## config.mk

```make
export PLATFORM = sky130hd
export DESIGN_NAME = fluid_channel_arbiter
export DESIGN_NICKNAME = d
export VERILOG_FILES = /design/src/rtl/fluid_channel_arbiter.sv
export SDC_FILE = /design/constraint.sdc
export NUM_CORES = 1
export LEC_CHECK = 0
export ABC_CLOCK_PERIOD_IN_PS = 1700
export CORE_MARGIN = 2
export CORE_UTILIZATION = 45
export CTS_CLUSTER_DIAMETER = 120
export CTS_CLUSTER_SIZE = 16
export DETAILED_ROUTE_END_ITERATION = 16
export PLACE_DENSITY = 0.81
export RECOVER_POWER = 50
export SLEW_MARGIN = 20
export SYNTH_ARGS = -nofsm -noshare
export SYNTH_HDL_FRONTEND = slang
export SYNTH_SLANG_ARGS = --single-unit
export TNS_END_PERCENT = 10
```

## constraint.sdc

```tcl
create_clock -name sm_clock -period 1.7 [get_ports sm_clock]
set_clock_uncertainty 0.05 [all_clocks]
set_input_delay 0.51 -clock sm_clock [delete_from_list [all_inputs] [get_ports sm_clock]]
set_output_delay 0.51 -clock sm_clock [all_outputs]
set_load 0.1 [all_outputs]
```

## src/rtl/fluid_channel_arbiter.sv

```systemverilog
// Round-robin arbiter sharing one microfluidic read/write channel among NUM_REQ agents.
// Each transfer: start pulse, wait for chan_done (bounded by a timeout), then a valve settle after writes.
//
// state  | meaning
// IDLE   | no transfer; arbitrate pending requests
// ACCESS | transfer in flight, waiting for chan_done or timeout
// SETTLE | valve settle period after a completed write
// HOLD   | unreachable; recovers to IDLE
module fluid_channel_arbiter #(
    parameter int NUM_REQ        = 4,
    parameter int ID_W           = 2,
    parameter int CNT_W          = 8,
    parameter int TIMEOUT_CYCLES = 200,
    parameter int SETTLE_CYCLES  = 16
) (
    input  logic               sm_clock,
    input  logic               reset,
    input  logic [NUM_REQ-1:0] req,
    input  logic [NUM_REQ-1:0] req_wr,
    input  logic               chan_done,
    output logic [NUM_REQ-1:0] grant,
    output logic [ID_W-1:0]    grant_id,
    output logic               chan_start,
    output logic               chan_write,
    output logic               busy,
    output logic               settling,
    output logic               timeout_err
);

    typedef enum logic [1:0] {
        IDLE   = 2'b00,
        ACCESS = 2'b01,
        SETTLE = 2'b11,
        HOLD   = 2'b10
    } state_t;

    localparam logic [CNT_W-1:0] TIMEOUT_LAST = CNT_W'(TIMEOUT_CYCLES - 1);
    localparam logic [CNT_W-1:0] SETTLE_LAST  = CNT_W'(SETTLE_CYCLES - 1);

    state_t             state, state_next;
    logic [CNT_W-1:0]   cnt, cnt_next;
    logic [ID_W-1:0]    rr_ptr, rr_next;
    logic [NUM_REQ-1:0] grant_next;
    logic [ID_W-1:0]    id_next;
    logic               wr_next;
    logic               start_next;
    logic               tout_next;

    logic               found;
    logic [ID_W-1:0]    sel_id;
    logic [ID_W:0]      cand;

    // Search upward from the last grantee, wrapping, so the previous winner goes last.
    always_comb begin
        found  = 1'b0;
        sel_id = '0;
        cand   = '0;
        for (int k = 1; k <= NUM_REQ; k++) begin
            cand = {1'b0, rr_ptr} + (ID_W+1)'(k);
            if (cand >= (ID_W+1)'(NUM_REQ))
                cand = cand - (ID_W+1)'(NUM_REQ);
            if (!found && req[cand[ID_W-1:0]]) begin
                found  = 1'b1;
                sel_id = cand[ID_W-1:0];
            end
        end
    end

    always_ff @(posedge sm_clock or negedge reset) begin
        if (!reset) begin
            state       <= IDLE;
            cnt         <= '0;
            rr_ptr      <= ID_W'(NUM_REQ - 1);
            grant       <= '0;
            grant_id    <= '0;
            chan_write  <= 1'b0;
            chan_start  <= 1'b0;
            timeout_err <= 1'b0;
        end else begin
            state       <= state_next;
            cnt         <= cnt_next;
            rr_ptr      <= rr_next;
            grant       <= grant_next;
            grant_id    <= id_next;
            chan_write  <= wr_next;
            chan_start  <= start_next;
            timeout_err <= tout_next;
        end
    end

    always_comb begin
        state_next = state;
        cnt_next   = cnt;
        rr_next    = rr_ptr;
        grant_next = grant;
        id_next    = grant_id;
        wr_next    = chan_write;
        start_next = 1'b0;
        tout_next  = 1'b0;
        case (state)
            IDLE: begin
                if (found) begin
                    state_next = ACCESS;
                    grant_next = NUM_REQ'(1) << sel_id;
                    id_next    = sel_id;
                    wr_next    = req_wr[sel_id];
                    start_next = 1'b1;
                    cnt_next   = '0;
                    rr_next    = sel_id;
                end
            end
            ACCESS: begin
                // A completion in the last allowed cycle still counts as success.
                if (chan_done) begin
                    grant_next = '0;
                    cnt_next   = '0;
                    state_next = chan_write ? SETTLE : IDLE;
                end else if (cnt == TIMEOUT_LAST) begin
                    grant_next = '0;
                    cnt_next   = '0;
                    tout_next  = 1'b1;
                    state_next = IDLE;
                end else begin
                    cnt_next = cnt + CNT_W'(1);
                end
            end
            SETTLE: begin
                if (cnt == SETTLE_LAST) begin
                    cnt_next   = '0;
                    state_next = IDLE;
                end else begin
                    cnt_next = cnt + CNT_W'(1);
                end
            end
            default: begin
                grant_next = '0;
                cnt_next   = '0;
                state_next = IDLE;
            end
        endcase
    end

    always_comb begin
        busy     = (state == ACCESS) || (state == SETTLE);
        settling = (state == SETTLE);
    end

endmodule

```

Yosys cells after proc, flatten, opt, wreduce, memory -nomap -nowiden. Index checks and enable logic that the tools add are counted.

Register bits after elaboration: 21. Latch bits: 0. Memory bits (writable): 0. ROM bits: 0. Bits of input ports: 11. Output and inout bits: 11. Word-level logic and storage cells: 88. Memories: 0.

Add/sub/neg operators: 9. Multipliers: 0. Divide/modulo/power cells: 0. Magnitude comparators: 9. Equality and inequality tests: 7. Shift-type cells: 1. Mux-type cells: 42. Bitwise operators: 1. Reductions and logical operators: 11.

Operator list (count): 2-to-1 mux 8 bit (4); 2-to-1 mux 2 bit (13); one-hot mux 8 bit (3 select lines) (1); < comparator 2 x 3 -> 1 bit (second input constant) (5); 2-to-1 mux 1 bit (14); >= comparator 3 bit (second input constant) (4); 2-to-1 mux 4 bit (3); one-hot mux 4 bit (3 select lines) (1); binary-select mux 1 bit (select 2 bit) (5); adder 8 x 1 -> 8 bit (second input constant) (1); == test 8 x 4 -> 1 bit (second input constant) (1); == test 8 bit (second input constant) (1); subtractor 2 x 1 -> 2 bit (second input constant) (4); adder 2 x 2 -> 3 bit (second input constant) (2); one-hot mux 2 bit (3 select lines) (1); AND reduction 3 bit (2); << shifter 1 x 2 -> 4 bit (first input constant) (1); adder 2 x 1 -> 3 bit (second input constant) (1); adder 2 x 3 -> 3 bit (second input constant) (1); logical AND 1 bit (3); zero test 1 bit (3); != test 3 bit (second input constant) (1); == test 2 x 1 -> 1 bit (second input constant) (1); == test 2 bit (second input constant) (1); other kinds (6) (6).

Longest topological paths before layout.
Depth after elaboration: 18. Gate-level depth with buffers: 7. Gate-level depth less buffers: 6.

Worst setup path after synthesis. No wires, ideal clock.

Path kind: input-to-reg. Start point: in req[2]. End point: reg chan_write. Library setup time: 0.126 ns. Data arrival time: 1.663 ns. Required time: 1.524 ns. Setup slack: -0.139 ns. Stages: 5. Path buffers: 0. Path through: nand2b_1 a21boi_1 o21ai_2 mux2_2 a221o_1.

Word-level cells in the longest chain between the ends: 14. Elaborated cells between the ends (all ways): 25. Classes of those cells: mux: 18; reduce/logical: 7.

Ends and longest elaborated chain: start: declaration (line 18) `input logic [NUM_REQ-1:0] req,`; binary-select mux 1 bit (select 2 bit) (line 62) `if (!found && req[cand[ID_W-1:0]]) begin`; 2-to-1 mux 1 bit (implied by the code) (line 62); 2-to-1 mux 1 bit (line 62); zero test 1 bit (line 62); logical AND 1 bit (line 62); 2-to-1 mux 1 bit (line 62); zero test 1 bit (line 62); logical AND 1 bit (line 62); 2-to-1 mux 1 bit (line 62); zero test 1 bit (line 62); logical AND 1 bit (line 62); 2-to-1 mux 2 bit (line 62); binary-select mux 1 bit (select 2 bit) (line 106) `wr_next = req_wr[sel_id];`; 2-to-1 mux 1 bit (implied by the code) (line 106); end signal: assignment (line 85) `chan_write <= wr_next;`; end: declaration (line 24) `output logic chan_write,`.

Parallel ways exist; a longest one is shown, timed or not. The select of a mux whose other input is x is not followed. A chain may end at the register's enable or synchronous reset.

Worst setup path in the final report.
Start point: reg state[0]. End point: out settling.

Word-level cells in the longest chain between the ends: 1.

Ends and longest elaborated chain: start: declaration (line 40) `state_t state, state_next;`; start signal: assignment (line 80) `state <= state_next;`; == test 2 bit (line 145) `settling = (state == SETTLE);`; end: declaration (line 26) `output logic settling,`.

Every way passes these cells.

==> reports/results.tsv <==
metric	value	unit
status	complete, but fails checks	
violations	negative setup slack	
ios	22	
nets	173	
worst_pin_slew	0.5475	ns
avgSynthCellArea	10.15	um^2
drt_iter0_markers	3	
hold_ws	0.4880	ns
hold_viol_final	0	
slew_headroom	63.50	%
setup_viol	3	
grt_pass1_wl	4.961	mm
critPathCaptureType	output port	
critPathArrivalTime	1.18	ns
holdPathStages	2	
portBuffers	21	
cp.required	1.14	ns
clkLatencyLatePin	0.33	ns
die-area	2846	um^2
synth.cell_area	1096	um^2
yosysSeqAreaShare	48.17	%
htree_levels	1	
tritoncts	built	
ir_drop	1.803	mV
initial_core_util	48.61	%
fmax	573.2	MHz
path_cells	nand2_4, inv_2, buf_12	
antenna_found_initial	0	
rsz0062_at_grt	true	
synthesis.instances	108	
maxCapViolations	0	
grt_pass1_vias	1134	
startpoint_type	flop	
antennaDiodeCount	0	
area_growth_syn_to_layout	63.93	%
row_count	17	
viasPerCell	5.601	
hold_path_end	rr_ptr[0]	
clockRootBuffer	clkbuf_4	
place.gp.congestion	0.8386	
slew_viol_final	0	
multi_input_area	659.4	um^2
path_class	reg2out	
cts_buffer_depth	2	
layout_min_cycle_time	1.744	ns
cts_buffers	3	
slowest_delay	0.49	ns
r2r-end	chan_write	
routed_wl	3.136	mm
finalCritPeriodShare	102.6	%
place_area	1632	um^2
crit_fanout	8	
critPathSlowestCell	dfrtp_2	
p_total	3.500	mW
drtAntennaViolNets	0	
hold_buffers	0	
hpwl	2.078	mm
hp-class	reg2reg	
fillers	143	
yosysWarnings	0	
vias	1053	
core_area	2255	um^2
min_from	rr_ptr[0]	
syn-num-nets	120	
ys_types	39	
ys_ff_latch	21	
ff2ff_setup_slack	-0.04	ns
clock-sinks	21	
wire_per_inst	16.68	um
groute.usage.overall	25.06	%
leakage	0.8791	nW
reg2reg_from	rr_ptr[1]	
die_w	53.35	um
first_pass_iters	4	
fin_area	1797	um^2
grt_max_degree	22	
reg2reg_depth	5	
register_area	530.5	um^2
drc	0	
worst_slack	-0.04449	ns
layout-drive-gt1-share	44.38	%
grt-ovfl-total	0	
cts.reportedPaths.clkPinSlew	0.13	ns
p_per_area	1948	nW/um^2
dieHeight	53.35	um
per-stage QoR:
stage / worst slack [ns] / instances / utilization (%) / TNS [ns]
final: -0.04449 / 188 / 79.69 / -0.09670
after global routing: -0.1025 / 188 / 79.69 / -0.3501
after CTS: -0.04092 / 188 / 78.47 / -0.05720
after detailed placement: -0.5971 / 179 / 72.36 / -7.242
after global placement: -0.5442 / 179 / 72.36 / -6.314
after floorplan: -0.1156 / 108 / - / -0.1156
synth_stat cells, drive strengths merged:
master	n	area share, %
a21oi	2	0.91
nand3	6	2.7
o41ai	1	1.5
nand2b	3	1.9
or2	2	1.1
xor2	1	0.80
nor4	3	2.3
a21o	6	4.1
nor3b	4	2.7
ha	1	1.1
o21a	1	0.80
nand2	9	3.1
a32o	2	1.8
and3	4	2.5
nor3	1	0.46
nor2b	1	0.57
o21ai	10	5.6
buf	1	1.0
a22o	1	0.80
o22a	1	0.80
a21boi	1	0.69
dfstp	2	4.8
and3b	1	0.80
nor2	9	3.1
clkbuf	1	0.34
mux2i	3	2.7
inv	4	1.4
a31oi	1	0.57
mux2	1	1.0
dfrtp	19	43
o31ai	2	1.8
and2	3	1.7
a221o	1	0.91
report_power, final:
part / leakage (nW) / internal (mW) / switching [mW]
Clock: 0.0177 / 0.0885 / 0.171
Sequential: 0.269 / 0.680 / 0.214
Combinational: 0.592 / 0.984 / 1.36
Total: 0.879 / 1.75 / 1.75
how the worst max path moves through the flow:
| stage | depth (start not counted) | startpoint | endpoint |
|---|---|---|---|
| 3_3_place_gp | 6 | req[3] | chan_write |
| 3_5_place_dp | 6 | req[3] | chan_write |
| 5_1_grt | 5 | rr_ptr[1] | chan_write |
| 6_report | 3 | state[0] | settling |
| 4_1_cts | 5 | rr_ptr[1] | chan_write |
| 2_1_floorplan | 5 | req[2] | chan_write |
registers in the layout (all words and copies together), names as in the netlist:
name,count
grant_id,2
cnt,8
chan_start,1
state,2
rr_ptr,2
timeout_err,1
chan_write,1
grant,4
cell usage in the layout (no fill, tap or decap), types with 3 or more instances in the layout:
| cell | instances |
|---|---|
| buf_12 | 11 |
| o21ai_0 | 6 |
| dlygate4sd2_1 | 4 |
| mux2i_1 | 3 |
| clkbuf_4 | 3 |
| nand3_1 | 5 |
| clkdlybuf4s50_1 | 4 |
| nor2_1 | 9 |
| o21ai_2 | 3 |
| a21o_1 | 6 |
| and2_1 | 3 |
| nor3b_1 | 3 |
| dfrtp_1 | 17 |
| buf_4 | 26 |
| nand2_1 | 7 |
repair_timing:
item	4_1_cts	5_1_grt
endpoints found under the setup margin	18	13
hold endpoints to repair	0	0
pin swaps	4	6
cloned	1	0
setup buffers	4	0
gates resized for setup	21	8
metal layers:
metal	track usage, %	vias up	wire [um]
li1	-	498	-
met5	0	-	0
met4	10.68	0	59
met2	45.68	25	1726
met1	26.44	524	1213
met3	7.062	6	137
layout make-up:
type	instances	area share [%]
clock buffer	3	1.253
clock inverter	1	0.2786
inverter	4	0.8357
multi-input combinational	82	36.70
sequential	21	29.53
tap	28	1.950
timing repair buffer	49	29.46
critical path: cells and delay by family (launching register included):
kind	cells	cell delay, ns
buffers and inverters	2	0.26
and+or+nand+nor	1	0.10
DFF	1	0.49
kinds of logic (layout without fill, tap and decap cells):
kind of cell / count (synthesis) / in the layout / synth area share, %
buf+inv: 6 / 57 / 2.739
fa+ha+maj: 1 / 1 / 1.141
compound gates: 29 / 30 / 20.32
xor+xnor: 1 / 1 / 0.7992
flops: 21 / 21 / 48.17
mux: 4 / 4 / 3.767
simple gates: 46 / 46 / 23.06
(Power assumes the default switching activity.)
==> variant 1: new RTL, config.mk and constraints unchanged <==
Reset style: synchronous (`reset`), changed in one clocked block.
--- a/src/rtl/fluid_channel_arbiter.sv
+++ b/src/rtl/fluid_channel_arbiter.sv
@@ -66,7 +66,7 @@
         end
     end
 
-    always_ff @(posedge sm_clock or negedge reset) begin
+    always_ff @(posedge sm_clock) begin
         if (!reset) begin
             state       <= IDLE;
             cnt         <= '0;
Function: differs if reset is asserted again (counterexample within 4 cycles, from zero or initial values and one cycle with reset low); with reset held inactive, the same outputs for 10 cycles.
==> variant 1 against the unedited design <==
Sequential cell count is the same. Area after synthesis grew 3.1%. Setup slack gained 45 ps. Design area shrank 11%. Routed wire length shrank 6.7%. Worst hold slack lost 75 ps.
Power is not compared: it rests on default switching activity, and its combinational part moved more than twofold at a synthesized area within 25%.
==> variant 1: results (changes against the unedited design) <==
Nets - 183 (+5.8%)
Top FF cell, synth - dfxtp_1
Ys async rst share - 0% (-100 points)
Outcome - finished clean
Global Route met3 Usage - 3.61% (-3.5 points)
DR vias/cell - 5.58 (-0.47%)
Met1 Resource Use GR - 23.1% (-3.3 points)
Pre-CTS setup slack - -606 ps (-8.99 ps)
First-pass GRT wire length - 4600 µm (-7.2%)
Post-DP HPWL - 2140 µm (+3.1%)
Register area share after synthesis - 37.2% (-11 points)
Placer Congestion - 0.808 (-3.7%)
Area post-placement - 0.00161 mm² (-1.3%)
Avg Cell Area, Syn - 8.90 µm² (-12%)
Met2 WL - 1620 µm (-6.4%)
Mapped Nets - 139 (+16%)
Synth area leaders - dfxtp_1, nand2_1, a21oi_1, o211ai_1, inv_1
Slowest stage cell, crit path - dfxtp_2
Clock latency on the worst-skew pair - 300 ps (-30 ps)
CP Max Fanout - 3 (-5)
1st-iter DRT viols - 27 (+24)
Delay of the slowest cell on the worst path - 370 ps (-120 ps)
Slew margin rel. - 66.7% (+3.2 points)
Fraction of layout cells with a size suffix above 1 - 35.3% (-9.1 points)
Distinct cells, synth - 42 (+7.7%)
Top post-synthesis cells by count - dfxtp_1, nand2_1, a21oi_1, inv_1, nor2_1
Fill count - 202 (+41%)
Cell Count, Final, Fillers Out - 200 (+6.4%)
DP Cell Count - 192 (+7.3%)
WL met3 - 135 µm (-1.5%)
Met1 Routed Length - 1170 µm (-3.9%)
Routing usage on met2 - 41.3% (-4.4 points)
Crit-path leading delay family - simple AND/OR/NAND/NOR gates
Number of global-route vias before repair - 1103 (-2.7%)
-- variant 1: cell types whose count changed after synthesis, moves of 4 or more --
cell,change
a21oi_1,+5
o211ai_1,+4
o21ai_1,+4
a21o_1,-6
dfxtp_1,+21
dfrtp_1,-19
-- variant 1: power groups by stage --
| stage | logic, mW | registers [mW] | clock network [mW] |
|---|---|---|---|
| after floorplan | 0.178 | 0.712 | 0 |
| after global placement | 0.515 | 0.581 | 0 |
| after detailed placement | 0.527 | 0.583 | 0 |
| after CTS | 0.543 | 0.575 | 0.244 |
| after global routing | 0.537 | 0.571 | 0.263 |
| final | 0.503 | 0.566 | 0.238 |
-- variant 1: worst reg2reg max path: stages, from the launching register on --
cell and delay [ps]:
dfxtp_2 370, buf_4 110, and3_1 240, and3_1 250, nand3_1 120, and2_1 180
o311a_1 280
-- variant 1: final timing paths --
kind                                from        to  slack [ps]  cells past startpoint
worst max-delay path              cnt[1]    cnt[7]         0.9                      6
worst max register to register    cnt[1]    cnt[7]         0.9                      6
worst min register to register  grant[1]  grant[1]         410                      2
worst min-delay path            grant[1]  grant[1]         410                      2
-- variant 1: cells by family (layout without fill, tap and decap cells) --
logic type,Yosys count,count (layout),share of synthesized area (%)
compound gates,40,40,27.4
mux,2,2,1.77
flops,21,21,37.2
buf+inv,12,55,4.10
fa+ha+maj,1,1,1.11
simple gates,51,51,28.5
-- variant 1: layout make-up --
cell class                 instances  area [µm²]  area share, %
clock buffer                       4        26.3           1.64
timing repair buffer              44         380           23.7
tap                               30        37.5           2.34
sequential                        21         427           26.6
inverter                           7        26.3           1.64
multi-input combinational         94         708           44.1
-- variant 1: repair_timing --
item,in CTS,in global routing
hold buffers,0,0
hold endpoints to repair,0,0
setup endpoints to repair,20,11
resized for setup,22,3
buffers inserted,3,1
pin swaps,6,2
==> variant 2: new RTL, same flow settings <==
Made on the original files. The parameter `NUM_REQ` goes from 4 to 3.
--- a/src/rtl/fluid_channel_arbiter.sv
+++ b/src/rtl/fluid_channel_arbiter.sv
@@ -7,7 +7,7 @@
 // SETTLE | valve settle period after a completed write
 // HOLD   | unreachable; recovers to IDLE
 module fluid_channel_arbiter #(
-    parameter int NUM_REQ        = 4,
+    parameter int NUM_REQ        = 3,
     parameter int ID_W           = 2,
     parameter int CNT_W          = 8,
     parameter int TIMEOUT_CYCLES = 200,
Interface: changed (resized grant, req and req_wr); port bits go from 22 to 19. The function was not compared with the original's and may differ.
==> variant 2 against the unedited design <==
The flow still finishes with violations (setup timing). Setup slack got worse by 510 ps. Clock power decreased by 9.7%. Sequential cell count decreased by 2. Routed wire length increased by 9.6%. Area after synthesis increased by 10%. Design area increased by 5.5%. Total power increased by 8.7%. Critical path type is now reg2reg.
==> variant 2: results (changes against the unedited design) <==
Final WS setup - -553 ps (-508 ps)
Peak VDD IR - 1.59 mV (-12%)
Internal Power - 1.94 mW (+11%)
Register-to-Register Path Depth - 10 (+5)
Worst Hold Endpoint - cnt[3]
Worst hold path cell count - 1 (-1)
Met1 Routed Length - 1370 µm (+13%)
Routing usage on met2 - 38.9% (-6.7 points)
Number of global-route vias before repair - 1260 (+11%)
Global Route met3 Usage - 3.02% (-4.0 points)
Failing checks - setup timing
Clock latency on the worst-skew pair - 310 ps (-20 ps)
Top post-synthesis cells by count - dfrtp_1, o21ai_1, nor2_1
Largest net degree at the start of global routing - 20 (-9.1%)
First-pass GRT wire length - 5610 µm (+13%)
Nets - 198 (+14%)
Routed WL - 3440 µm (+9.6%)
Power Combinational - 2.83 mW (+20%)
WL met3 - 181 µm (+32%)
Outcome - complete, but fails checks
P_clk - 234 µW (-9.7%)
Total power - 3.80 mW (+8.7%)
Area post-placement - 0.00177 mm² (+8.7%)
Hold Crit Start - cnt[3]
Setup TNS - -7910 ps (-7810 ps)
Cell Count, Final, Fillers Out - 213 (+13%)
Aggregate global-route resource usage - 22.9% (-2.1 points)
Final hold slack - 475 ps (-13.0 ps)
Crit path arrival time - 2390 ps (+1210 ps)
Slowest stage cell, crit path - dfstp_2
1st-iter DRT viols - 44 (+41)
Top flop regs - cnt: 8 flops, grant: 3 flops
Fill count - 168 (+17%)
Synth area leaders - dfrtp_1, o21ai_1, ha_1, nor2_1, nand2_1
Post-DP HPWL - 2430 µm (+17%)
CP Capture Type - flip-flop
Delay of the slowest cell on the worst path - 590 ps (+100 ps)
Register area share after synthesis - 39.4% (-8.8 points)
Met1 Resource Use GR - 27.0% (+0.59 points)
Final setup viols - 18 (+15)
Mapped Nets - 140 (+17%)
Fraction of layout cells with a size suffix above 1 - 45.4% (+0.98 points)
Post-cts sizing count - 5 (-76%)
CTS clk-pin slew, worst paths - 110 ps (-20 ps)
Distinct cells, synth - 47 (+21%)
Pre-CTS setup slack - -736 ps (-139 ps)
Placer Congestion - 0.897 (+7.0%)
IO Port Bufs - 18 (-14%)
[variant 2: cell count changes after synthesis, moves of 3 or more]
cell / delta
nor2_1: +3
o21ai_0: -4
o21ai_1: +13
o2bb2ai_1: +3
nand3_1: -3
a21o_1: -5
ha_1: +4
nor3b_1: -4
[variant 2: cell families (layout without fill, tap and decap cells)]
group / count (synthesis) / in the layout / synth area share [%]
xor+xnor: 2 / 2 / 1.45
compound gates: 37 / 37 / 22.5
simple gates: 49 / 49 / 21.9
buf+inv: 9 / 66 / 4.76
mux: 5 / 5 / 4.76
flops: 19 / 19 / 39.4
fa+ha+maj: 5 / 5 / 5.17
[variant 2: layout make-up]
cell class / count / share of cell area [%]
inverter: 4 / 1.06
tap: 30 / 1.98
multi-input combinational: 98 / 39.3
sequential: 19 / 25.3
clock buffer: 4 / 1.39
timing repair buffer: 58 / 30.9
